===== config.mk =====
export PLATFORM = sky130hd
export DESIGN_NAME = mem_arbiter
export DESIGN_NICKNAME = d
export VERILOG_FILES = /design/src/rtl/mem_arbiter.sv
export SDC_FILE = /design/constraint.sdc
export NUM_CORES = 1
export LEC_CHECK = 0
export CAP_MARGIN = 0
export CORE_UTILIZATION = 45
export CTS_BUF_LIST = sky130_fd_sc_hd__clkbuf_2 sky130_fd_sc_hd__clkbuf_4 sky130_fd_sc_hd__clkbuf_8
export DETAILED_ROUTE_END_ITERATION = 16
export PLACE_DENSITY_LB_ADDON = 0.25
export SLEW_MARGIN = 20
export SYNTH_ARGS = -nofsm -noshare
export SYNTH_HDL_FRONTEND = slang
export SYNTH_SLANG_ARGS = --single-unit

===== constraint.sdc =====
create_clock -name clk -period 3.4 [get_ports clk]
set_input_delay 0.68 -clock clk [delete_from_list [all_inputs] [get_ports clk]]
set_output_delay 0.68 -clock clk [all_outputs]
set_load 0.1 [all_outputs]

===== src/rtl/mem_arbiter.sv =====
// mem_arbiter: single-port RAM arbiter between the CPU MEM stage and a
// debug/loader port. The debug port goes through a three-state FSM
// (D_IDLE -> D_PEND -> D_ACK). While a debug access is pending, the CPU
// keeps priority for at most STARVE_LIMIT consecutive grants.
// Optional build macro: MEM_ARB_PERF_CNT_EN enables the CPU stall-cycle counter.
module mem_arbiter #(
    parameter int unsigned STARVE_LIMIT = 4
) (
    input  logic       clk,
    input  logic       rst,
    input  logic       cpu_req,
    input  logic       cpu_we,
    input  logic [7:0] cpu_addr,
    input  logic [7:0] cpu_wdata,
    output logic       cpu_stall,
    output logic       cpu_rvalid,
    output logic [7:0] cpu_rdata,
    input  logic       dbg_req,
    input  logic       dbg_we,
    input  logic [7:0] dbg_addr,
    input  logic [7:0] dbg_wdata,
    output logic       dbg_ack,
    output logic [7:0] dbg_rdata,
    output logic       ram_we,
    output logic [7:0] ram_addr,
    output logic [7:0] ram_din,
    input  logic [7:0] ram_dout,
    output logic [15:0] cpu_stall_cnt
);

    localparam int unsigned CW = (STARVE_LIMIT > 0) ? $clog2(STARVE_LIMIT + 1) : 1;
    localparam logic [CW-1:0] LIMIT = CW'(STARVE_LIMIT);

    typedef enum logic [1:0] {
        D_IDLE,
        D_PEND,
        D_ACK
    } dbg_state_t;

    dbg_state_t    state;
    logic [CW-1:0] starve_cnt;
    logic          lat_we;
    logic [7:0]    lat_addr;
    logic [7:0]    lat_wdata;
    logic [7:0]    dbg_rdata_q;
    logic [7:0]    cpu_rdata_q;
    logic          dbg_grant;
    logic          cpu_grant;

    // Per-cycle arbitration; everything is gated off while reset is asserted.
    always_comb begin
        dbg_grant = rst && (state == D_PEND) && (!cpu_req || (starve_cnt == LIMIT));
        cpu_grant = rst && cpu_req && !dbg_grant;
        cpu_stall = rst && cpu_req && !cpu_grant;
    end

    // RAM port mux: debug from latched fields, else CPU, else quiet (all zero).
    always_comb begin
        ram_we   = 1'b0;
        ram_addr = '0;
        ram_din  = '0;
        if (dbg_grant) begin
            ram_we   = lat_we;
            ram_addr = lat_addr;
            ram_din  = lat_wdata;
        end else if (cpu_grant) begin
            ram_we   = cpu_we;
            ram_addr = cpu_addr;
            ram_din  = cpu_wdata;
        end
    end

    // Debug FSM: latch request, wait for grant (bounded by starve counter), ack.
    always_ff @(posedge clk) begin
        if (!rst) begin
            state       <= D_IDLE;
            starve_cnt  <= '0;
            lat_we      <= 1'b0;
            lat_addr    <= '0;
            lat_wdata   <= '0;
            dbg_ack     <= 1'b0;
            dbg_rdata_q <= '0;
        end else begin
            case (state)
                D_IDLE: begin
                    dbg_ack <= 1'b0;
                    if (dbg_req) begin
                        lat_we     <= dbg_we;
                        lat_addr   <= dbg_addr;
                        lat_wdata  <= dbg_wdata;
                        starve_cnt <= '0;
                        state      <= D_PEND;
                    end
                end
                D_PEND: begin
                    if (dbg_grant) begin
                        starve_cnt <= '0;
                        dbg_ack    <= 1'b1;
                        state      <= D_ACK;
                    end else if (cpu_grant && (starve_cnt != LIMIT)) begin
                        starve_cnt <= starve_cnt + 1'b1;
                    end
                end
                D_ACK: begin
                    dbg_ack     <= 1'b0;
                    dbg_rdata_q <= lat_we ? 8'h00 : ram_dout;
                    state       <= D_IDLE;
                end
                default: begin
                    dbg_ack <= 1'b0;
                    state   <= D_IDLE;
                end
            endcase
        end
    end

    // RAM data only arrives in the ack cycle, so it is passed straight through
    // then and held in dbg_rdata_q afterwards to keep the output stable.
    always_comb begin
        if (dbg_ack) begin
            dbg_rdata = lat_we ? 8'h00 : ram_dout;
        end else begin
            dbg_rdata = dbg_rdata_q;
        end
    end

    // CPU read-valid tracking and read-data hold register.
    always_ff @(posedge clk) begin
        if (!rst) begin
            cpu_rvalid  <= 1'b0;
            cpu_rdata_q <= '0;
        end else begin
            cpu_rvalid <= cpu_grant && !cpu_we;
            if (cpu_rvalid) begin
                cpu_rdata_q <= ram_dout;
            end
        end
    end

    // Same pass-through/hold scheme as the debug read data.
    always_comb begin
        cpu_rdata = cpu_rvalid ? ram_dout : cpu_rdata_q;
    end

`ifdef MEM_ARB_PERF_CNT_EN
    logic [15:0] stall_cnt_q;

    // Saturating count of cycles the CPU was held off.
    always_ff @(posedge clk) begin
        if (!rst) begin
            stall_cnt_q <= '0;
        end else if (cpu_stall && (stall_cnt_q != 16'hFFFF)) begin
            stall_cnt_q <= stall_cnt_q + 16'd1;
        end
    end

    assign cpu_stall_cnt = stall_cnt_q;
`else
    assign cpu_stall_cnt = '0;
`endif

endmodule

==> reports/qor.log <==
qor: yosys.synth.avg_cell_area 9.401 sq um
qor: worst_setup_path.worst_ep_required_time 2.72 ns
qor: worst_setup_path.setup.worst_path.class in -> out
qor: global_routing.first_global_vias 1586
qor: clock_network.max-clock-path-buffers 2
qor: yosys.post_synth_xor_area_fraction 0%
qor: die.io_pins 98
qor: sta.finalCriticalPeriod 2.953 ns
qor: yosys.synth.area.top_cells sky130_fd_sc_hd__dfxtp_1 (39%), sky130_fd_sc_hd__mux2_2 (8.8%), sky130_fd_sc_hd__a22o_1 (7.3%)
qor: final_layout.area_overhead_of_the_layout_relative_to_synthesis 47.07%
qor: final_layout.filler_cell_count 345
qor: clock_network.cts_tree done
qor: worst_setup_path.ff2ff_path_depth 3
qor: placement.io_buffer_count 81
qor: yosys.synthesized_area_fraction_occupied_by_ao_oa_aoi_and_oai_cells 16.24%
qor: power.power.leakage 1.248 nW
qor: worst_setup_path.path_delay_family buffers and inverters
qor: drt.routed_wire_length_per_instance 13.30 um
qor: worst_setup_path.worstPathArrival 2.27 ns
qor: worst_setup_path.cp-end-kind primary output
qor: die.die_w 69.49 um
qor: final_layout.drive_gt1_share 22.37%
qor: power.ir_drop 292.2 uV
qor: worst_hold_path.whs_path_depth 2
qor: die.die_h 69.49 um
qor: clock_network.post-cts-setup-buffer-count 0
qor: sta.setup_viol_count_final 0
qor: global_routing.grt_pass1_wl 7389 um
qor: worst_setup_path.worst_path_max_delay_cell sky130_fd_sc_hd__clkdlybuf4s50_1
qor: die.num_rows 24
qor: sta.setup_tns_final 0 ns
qor: run.max_cap_violations 0
qor: yosys.synth_top_family_by_area simple AND/OR/NAND/NOR gates
qor: sta.final.period_utilization 86.85%
qor: global_routing.grt_start_max_net_pins 37
qor: yosys.seq_cells_post_synth 40
qor: sta.slew-limit-headroom 54.19%
qor: drt.num_vias 1726
qor: die.design.die.area 4828 sq um
qor: clock_network.clk_pin_slew 0.07 ns
qor: clock_network.ctsResizeCount 0
qor: clock_network.cts_htree_levels 2
qor: yosys.synth.mux.area_fraction 12.70%
qor: worst_setup_path.critPathBufInv 3
qor: final_layout.finish.net_count 342
qor: clock_network.tritoncts.num_buffers 5
qor: drt.drt_iter0_markers 93
qor: status.outcome complete, no violations
qor: clock_network.tritoncts_num_sinks 40
qor: global_routing.global_route.overflow_total 0
qor: global_routing.antenna_violations_before_repair 0
qor: clock_network.clk-insertion-delay-late 0.30 ns
qor: worst_hold_path.hold_class reg -> reg
qor: sta.worst_clock_skew 0.008703 ns
qor: yosys.post-synth-top-area-fraction 39.07%
qor: sta.count_of_endpoints_failing_hold_in_the_final_timing_report 0
qor: sta.worst-slew-pin-transition 0.6865 ns
qor: yosys.synth.yosys.seq_area_share 39.07%
qor: drt.drc_errors 0
qor: yosys.yosys.area_share.simple 19.05%
qor: drt.route.final.wire_length 4616 um
qor: worst_setup_path.timing.critical_path.slowest_cell_delay 0.59 ns
qor: worst_setup_path.start_kind input port
qor: worst_setup_path.levels_on_crit_path 5
qor: placement.placedCellCount 339
qor: clock_network.cts_root_buf sky130_fd_sc_hd__clkbuf_8
qor: final_layout.antenna_cells 0
qor: worst_setup_path.worst-path-max-fanout 12
qor: final_layout.layout.cells.non_filler 347
qor: placement.detailedPlacementHpwl 3274 um
qor: yosys.count_of_yosys_warnings_during_synthesis 0
qor: die.starting_density_of_the_core 47.07%
qor: yosys.synthAdderAreaFrac 1.221%
qor: sta.max_clk_rate 0.3387 GHz
qor: yosys.post-synth-top-area-cell sky130_fd_sc_hd__dfxtp_1
qor: power.power_per_cell_area 414.4 nW/um^2
qor: yosys.postSynthCellCount 218
qor: worst_setup_path.cp_cell_sequence clkdlybuf4s50_1, o311a_1, buf_4, a22o_1, buf_12
qor: yosys.post_synth_num_cell_types 30
qor: placement.globalplace.congestion 0.7156
qor: drt.drt_first_pass_iters 4
qor: sta.rsz_0062_raised_after_global_routing false
qor: clock_network.post_cts_hold_buffer_count 0
qor: global_routing.globalRouteTotalUtil 19.36%
qor: drt.route.detailed.vias_per_inst 4.974
qor: sta.slew_violations 0
qor: yosys.synth_area 2049 sq um
qor: drt.drt.antenna.violating_nets 0
qor: die.fp.coreArea 4354 sq um
==> path summary, 6_finish.rpt <==
kind / from / to / slack, ns
setup / recovery: cpu_req / ram_addr[4] / 0.45
hold / removal: lat_addr[4] / lat_addr[4] / 0.46
setup reg to reg: state[0] / lat_addr[0] / 1.92
hold reg to reg: lat_addr[4] / lat_addr[4] / 0.46
==> worst reg2reg max path, stage by stage, from the launching register on <==
cell	delay (ns)
sky130_fd_sc_hd__dfxtp_1	0.51
sky130_fd_sc_hd__or3b_1	0.56
sky130_fd_sc_hd__nand2_1	0.11
sky130_fd_sc_hd__a21boi_0	0.21
==> state kept, by name (all words and copies together), names as in the netlist <==
signal	flops
dbg_ack	1
cpu_rdata_q	8
cpu_rvalid	1
dbg_rdata_q	8
starve_cnt	3
state	2
lat_wdata	8
lat_addr	8
lat_we	1
==> area by class of cell <==
type	instances	area (sq um)	share of cell area (%)
Multi-Input combinational cell	158	1069	35.45
Inverter	5	18.77	0.6227
Clock inverter	2	10.01	0.3321
Sequential cell	40	800.8	26.57
Clock buffer	6	82.58	2.740
Timing Repair Buffer	84	968.4	32.13
Tap cell	52	65.06	2.159
==> synthesized netlist by cell type <==
| cell | number |
|---|---|
| sky130_fd_sc_hd__and2_1 | 9 |
| sky130_fd_sc_hd__o21ai_0 | 5 |
| sky130_fd_sc_hd__nor2_1 | 1 |
| sky130_fd_sc_hd__nor3b_4 | 1 |
| sky130_fd_sc_hd__a22o_1 | 17 |
| sky130_fd_sc_hd__nor3b_1 | 2 |
| sky130_fd_sc_hd__o311a_1 | 1 |
| sky130_fd_sc_hd__a21boi_1 | 10 |
| sky130_fd_sc_hd__buf_8 | 1 |
| sky130_fd_sc_hd__a21oi_2 | 1 |
| sky130_fd_sc_hd__buf_2 | 3 |
| sky130_fd_sc_hd__inv_2 | 1 |
| sky130_fd_sc_hd__a21boi_0 | 7 |
| sky130_fd_sc_hd__nor2b_1 | 17 |
| sky130_fd_sc_hd__nand3b_1 | 1 |
| sky130_fd_sc_hd__ha_1 | 2 |
| sky130_fd_sc_hd__and2b_1 | 3 |
| sky130_fd_sc_hd__and4b_1 | 1 |
| sky130_fd_sc_hd__buf_6 | 4 |
| sky130_fd_sc_hd__nand3_1 | 2 |
| sky130_fd_sc_hd__buf_4 | 16 |
| sky130_fd_sc_hd__conb_1 | 1 |
| sky130_fd_sc_hd__clkbuf_1 | 6 |
| sky130_fd_sc_hd__inv_1 | 4 |
| sky130_fd_sc_hd__or3b_1 | 1 |
| sky130_fd_sc_hd__a31oi_1 | 2 |
| sky130_fd_sc_hd__mux2_2 | 16 |
| sky130_fd_sc_hd__dfxtp_1 | 40 |
| sky130_fd_sc_hd__nand2_1 | 35 |
| sky130_fd_sc_hd__mux2i_1 | 8 |
==> cell usage in the layout, fill, tap and decap left out, types with 4 or more instances in the layout <==
| cell | synthesis | final |
|---|---|---|
| sky130_fd_sc_hd__buf_4 | 16 | 21 |
| sky130_fd_sc_hd__clkdlybuf4s50_1 | 0 | 45 |
| sky130_fd_sc_hd__buf_12 | 0 | 18 |
| sky130_fd_sc_hd__o21ai_0 | 5 | 5 |
| sky130_fd_sc_hd__a21boi_1 | 10 | 10 |
| sky130_fd_sc_hd__nand2_1 | 35 | 35 |
| sky130_fd_sc_hd__clkbuf_8 | 0 | 6 |
| sky130_fd_sc_hd__conb_1 | 1 | 16 |
| sky130_fd_sc_hd__dfxtp_1 | 40 | 40 |
| sky130_fd_sc_hd__a22o_1 | 17 | 17 |
| sky130_fd_sc_hd__inv_1 | 4 | 4 |
| sky130_fd_sc_hd__and2_1 | 9 | 9 |
| sky130_fd_sc_hd__mux2i_1 | 8 | 8 |
| sky130_fd_sc_hd__nor2b_1 | 17 | 17 |
| sky130_fd_sc_hd__mux2_2 | 16 | 16 |
| sky130_fd_sc_hd__a21boi_0 | 7 | 7 |
==> logic make-up (layout without fill, tap and decap cells) <==
kind of cell / after synthesis / in the layout
adders and majority gates: 2 / 2
DFF: 40 / 40
other: 1 / 16
AOI/OAI and AO/OA: 43 / 43
and+or+nand+nor: 73 / 73
muxes: 24 / 24
buffers and inverters: 35 / 97
==> through the flow <==
step | util [%] | setup slack (ns) | hold slack (ns) | area (sq um) | total power [mW]
6_report | 69.22 | 0.4472 | 0.4556 | 3014 | 1.249
5_1_grt | 69.22 | 0.3531 | 0.4838 | 3014 | 1.301
4_1_cts | 69.22 | 0.4641 | 0.4575 | 3014 | 1.259
3_5_place_dp | 67.10 | 0.4624 | 0.4473 | 2922 | 0.9341
3_3_place_gp | 67.10 | 0.5110 | 0.4427 | 2922 | 0.9298
2_1_floorplan | - | 0.6408 | 0.4353 | 2106 | 0.8262
==> layer usage <==
layer | share of wire, % | global-route usage (%) | vias up
li1 | - | - | 858
met5 | 0 | 0 | -
met3 | 5.0 | 6.395 | 6
met4 | 1.0 | 5.442 | 0
met2 | 50 | 32.90 | 47
met1 | 44 | 23.26 | 815
==> where the power goes <==
part	internal (mW)	switching (mW)	leakage [nW]	total, mW
Combinational	0.135	0.283	0.871	0.417
Sequential	0.489	0.0166	0.326	0.505
Clock	0.162	0.164	0.0510	0.326
Total	0.785	0.464	1.25	1.25
(Power assumes the default switching activity.)
